==> src/rtl/uart_cmd_framer.sv <==
// Three-byte command framer: HEADER, BTN, ~BTN.
// Accepted frames update a held button vector that times out after HOLD_CYC idle cycles.
module uart_cmd_framer #(
   parameter logic [7:0]  HEADER   = 8'hA5,
   parameter int unsigned HOLD_CYC = 3_240_000,
   parameter int unsigned GAP_CYC  = 108_000
) (
   input  logic       i_clk,
   input  logic       i_rst,
   input  logic [7:0] i_data,
   input  logic       i_valid,
   output logic [6:0] o_btn,
   output logic [6:0] o_btn_rise,
   output logic       o_frame_ok,
   output logic [7:0] o_err_cnt
);

   localparam int HOLD_W = $clog2(HOLD_CYC + 1);
   localparam int GAP_W  = $clog2(GAP_CYC + 1);

   typedef enum logic [1:0] {IDLE, GOT_HDR, GOT_BTN} state_t;

   state_t            state_q;
   logic [6:0]        btn_lat_q;
   logic [6:0]        btn_q;
   logic [6:0]        rise_q;
   logic              ok_q;
   logic [7:0]        err_q;
   logic [HOLD_W-1:0] hold_q;
   logic [GAP_W-1:0]  gap_q;

   logic accept_d;
   logic err_d;
   logic gap_expire_d;
   logic hold_expire_d;

   always_comb begin
      accept_d      = i_valid && (state_q == GOT_BTN) && (i_data == {1'b1, ~btn_lat_q});
      // A byte in the same cycle always pre-empts the gap timeout.
      gap_expire_d  = !i_valid && (state_q != IDLE) && (gap_q == GAP_W'(GAP_CYC - 1));
      hold_expire_d = (btn_q != 7'd0) && (hold_q == HOLD_W'(HOLD_CYC - 1));
      err_d         = 1'b0;
      if (i_valid) begin
         if (state_q == GOT_HDR)
            err_d = i_data[7] && (i_data != HEADER);
         else if (state_q == GOT_BTN)
            err_d = !accept_d;
      end else begin
         err_d = gap_expire_d;
      end
   end

   always_ff @(posedge i_clk) begin
      if (i_rst) begin
         state_q   <= IDLE;
         btn_lat_q <= 7'd0;
         btn_q     <= 7'd0;
         rise_q    <= 7'd0;
         ok_q      <= 1'b0;
         err_q     <= 8'd0;
         hold_q    <= '0;
         gap_q     <= '0;
      end else begin
         ok_q   <= accept_d;
         rise_q <= accept_d ? (btn_lat_q & ~btn_q) : 7'd0;

         if (err_d && (err_q != 8'hFF))
            err_q <= err_q + 8'd1;

         // A frame landing on the expiry cycle wins over the clear.
         if (accept_d) begin
            btn_q  <= btn_lat_q;
            hold_q <= '0;
         end else if (hold_expire_d) begin
            btn_q  <= 7'd0;
            hold_q <= '0;
         end else if (btn_q != 7'd0) begin
            hold_q <= hold_q + 1'b1;
         end else begin
            hold_q <= '0;
         end

         if (i_valid || (state_q == IDLE) || gap_expire_d)
            gap_q <= '0;
         else
            gap_q <= gap_q + 1'b1;

         case (state_q)
            IDLE: begin
               if (i_valid && (i_data == HEADER))
                  state_q <= GOT_HDR;
            end
            GOT_HDR: begin
               if (i_valid) begin
                  if (!i_data[7]) begin
                     btn_lat_q <= i_data[6:0];
                     state_q   <= GOT_BTN;
                  end else if (i_data != HEADER) begin
                     state_q <= IDLE;
                  end
               end else if (gap_expire_d) begin
                  state_q <= IDLE;
               end
            end
            GOT_BTN: begin
               if (i_valid) begin
                  if (!accept_d && (i_data == HEADER))
                     state_q <= GOT_HDR;
                  else
                     state_q <= IDLE;
               end else if (gap_expire_d) begin
                  state_q <= IDLE;
               end
            end
            default: state_q <= IDLE;
         endcase
      end
   end

   assign o_btn      = btn_q;
   assign o_btn_rise = rise_q;
   assign o_frame_ok = ok_q;
   assign o_err_cnt  = err_q;

endmodule

==> config.mk <==
export PLATFORM = sky130hd
export DESIGN_NAME = uart_cmd_framer
export DESIGN_NICKNAME = d
export VERILOG_FILES = /design/src/rtl/uart_cmd_framer.sv
export SDC_FILE = /design/constraint.sdc
export NUM_CORES = 1
export LEC_CHECK = 0
export CORE_MARGIN = 5
export CORE_UTILIZATION = 54
export CTS_BUF_LIST = sky130_fd_sc_hd__clkbuf_2
export CTS_CLUSTER_SIZE = 20
export DETAILED_ROUTE_END_ITERATION = 7
export PLACE_DENSITY_LB_ADDON = 0.25
export REMOVE_ABC_BUFFERS = 1
export SYNTH_ARGS = -nofsm -noshare
export SYNTH_HDL_FRONTEND = slang
export SYNTH_SLANG_ARGS = --single-unit
==> constraint.sdc <==
create_clock -name i_clk -period 2.3 [get_ports i_clk]
set_input_delay 0.345 -clock i_clk [delete_from_list [all_inputs] [get_ports i_clk]]
set_output_delay 0.345 -clock i_clk [all_outputs]
set_load 0.005 [all_outputs]
==> run metrics <==
status=complete, no violations; final hold violations=0; fin crit period=2.13 ns; register area share after synthesis=46.9%; internal power=1500 µW; Crit path arrival time=2.57 ns; Worst Path Required=2.74 ns; # resized after CTS=0; nets=391; vias in the first global route=2244; pwr/cell area=540 nW/µm²; grt met3 use=3.20%; share of cells above drive strength 1=8.90%; Port Buffers=33; met2 usage=27.2%; fin cells=454; sw power=456 µW; max-cap violations=0; number of CTS-inserted buffers=9; Fmax=469 MHz; total grt overflow=0; Core Box Area=5470 µm²; # setup viols final=0; first-pass GRT wire length=10000 µm; Post-synth EDFFs=0; Worst Path Max Fanout=10; vias per cell=5.23; Die Span X=84.9 µm; Synth Area per Inst=9.21 µm²; kind of critical path=reg2reg; Post-Synth XOR/XNOR Area=12.1%; switching share of power=23.3%; Final Max Tran Viols=0; Worst-path clk slew=0.19 ns; Diodes inserted=0; Die Height=84.9 µm; Synth cell types=47; Vias=2373; FP Rows=27; predominant post-synthesis flop cell=dfxtp_1; wirelength, routed=5800 µm; Mapped Cells=329; #FFs+latches synth=71; Worst-Skew Late Latency=0.49 ns; Syn-to-layout area delta=19.6%; Die ar.=7210 µm²; GRT Total Usage=16.9%; CTS tree=done; DP Area=3520 µm²; hold slack final=0.480 ns; setup bufs post-CTS=0; Sum Neg Setup Slack=0 ns; Adder-Cell Fraction of Synth Area=1.24%; GPL Wtd Cong=0.787; H-tree levels=3; DRT Pass-1 Iters=5; initial core utilization=55.4%; Routed wire per std cell=12.8 µm; # IOs=34; DRC viols=0; Root Driver=clkbuf_2; antenna-violating nets left=0; # hold bufs at CTS=0; post-synthesis compound-gate area fraction=7.80%; Cells after DPL=438; clk sinks=71; design area=3620 µm²; Synth Area in Simple Gates=26.9%; largest net degree at the start of global routing=23; Static Leakage=0.00126 µW; Syn. warnings=0; grt peak-use layer=met2; maximum VDD drop=426 µV; CP Capture Type=register; total chip power=1960 µW; CTS max path bufs=2; Clk pwr share=34.5%; Synth Cell Area=3030 µm²; RSZ-0062 raised after global routing=false; main combinational cell family by area after synthesis=simple AND/OR/NAND/NOR gates; # fillers=458; sequential power share=62.9%; Tcrit/Tclk final=92.7%; Starting DRT DRC Count=91; multiplexer share of the synthesized area=2.31%; Worst-Margin Slew=0.590 ns; Critical Path Start Type=register; worst slew margin relative to its limit=60.6%; Hold Path Class=reg2reg; Max Clock Skew=0.0264 ns; Post-DP HPWL=4180 µm; asr flop ratio synth=0%; combinational power share=2.6%; met1 Usage GRT=21.4%; antenna violations before repair=0
metal layers:
metal | part of all wire [%] | vias up | routed length (µm)
li1 | - | 1240 | -
met1 | 48 | 1098 | 2770
met2 | 48 | 25 | 2770
met3 | 2.9 | 10 | 166
met4 | 1.6 | 0 | 94
met5 | 0 | - | 0
stage by stage:
stage	setup slack (ns)	util [%]
final	0.169	66.2
after global routing	0.0354	66.2
after CTS	0.152	66.2
after detailed placement	-0.225	64.3
after global placement	-0.195	64.3
after floorplan	0.347	-
flip-flops by register name, indices dropped and copies added (netlist names):
name and flops:
btn_lat_q 7, o_btn 7, gap_q 17, o_frame_ok 1, state_q 2, o_err_cnt 8
o_btn_rise 7, hold_q 22
synth_stat cells (all sizes together), types with 7 or more instances:
cell	n	area share [%]
dfxtp	71	47
nand2	19	2.4
nor2	53	6.6
nand3	21	3.5
and3	11	2.3
inv	8	0.99
nand4	9	1.9
nor3b	7	1.7
xor2	30	8.7
xnor2	12	3.5
nor3	9	1.7
a22o	7	2.0
mux2i	7	2.3
a21oi	10	2.0
cells by family (layout without fill, tap and decap cells):
kind of cell             count (synthesis)  after routing
adder cells (fa/ha/maj)                  3              3
flip-flops                              71             71
buffers and inverters                   18             71
XOR/XNOR                                42             42
multiplexers                             7              7
AO/OA/AOI/OAI                           32             32
AND/OR/NAND/NOR                        156            156
layout by cell type (no fill, tap or decap), types with 2 or more instances in the layout:
| cell | instances |
|---|---|
| clkinv_1 | 3 |
| nand3_1 | 21 |
| dfxtp_1 | 71 |
| o21ai_1 | 2 |
| xor2_1 | 30 |
| nor3b_1 | 7 |
| xnor2_1 | 12 |
| o31ai_1 | 2 |
| ha_1 | 3 |
| buf_4 | 13 |
| clkdlybuf4s50_1 | 33 |
| a21oi_1 | 7 |
| o21ai_0 | 2 |
| nor2_1 | 53 |
| o21bai_1 | 3 |
| or3_1 | 6 |
| clkbuf_2 | 9 |
| nand4_1 | 9 |
| mux2i_1 | 7 |
| and2_1 | 2 |
| and3_1 | 11 |
| nor2b_1 | 2 |
| or4_1 | 2 |
| and4_1 | 3 |
| inv_1 | 8 |
| nor3_1 | 8 |
| a21oi_2 | 3 |
| nand2_1 | 19 |
| a22o_1 | 7 |
| nor4_1 | 2 |
critical path, stage by stage (launching register included):
cell and delay, ns:
dfxtp_1 0.43, ha_1 0.21, nand4b_1 0.11, nor3_1 0.28
a31oi_2 0.17, a21bo_1 0.32, or4_1 0.42, a21oi_1 0.15
power by group through the flow:
stage	clock network, µW	registers (µW)	logic, µW
global placement	0	1260	50.5
global route	759	1230	55.0
detailed placement	0	1260	50.9
floorplan	0	1260	10.6
CTS	697	1230	51.3
finish	675	1230	51.1
path summary, 6_finish.rpt:
kind                         startpoint  slack, ns                        end  depth (start not counted)
setup / recovery    gap_q[1]$_SDFF_PP0_       0.17  o_err_cnt[7]$_SDFFE_PP0P_                          7
hold / removal    o_btn[2]$_SDFFE_PP0P_       0.48   o_btn_rise[2]$_SDFF_PP0_                          1
setup reg to reg    gap_q[1]$_SDFF_PP0_       0.17  o_err_cnt[7]$_SDFFE_PP0P_                          7
hold reg to reg   o_btn[2]$_SDFFE_PP0P_       0.48   o_btn_rise[2]$_SDFF_PP0_                          1
layout make-up:
class                      instances  area [µm²]  share of cell area [%]
timing repair buffer              47         448                    12.4
multi-input combinational        240        1530                    42.1
clock buffer                       9        45.0                    1.24
sequential                        71        1420                    39.2
clock inverter                     7        62.6                    1.73
tap                               72        90.1                    2.49
inverter                           8        30.0                   0.828
No activity file was read; power rests on OpenSTA's default activity.
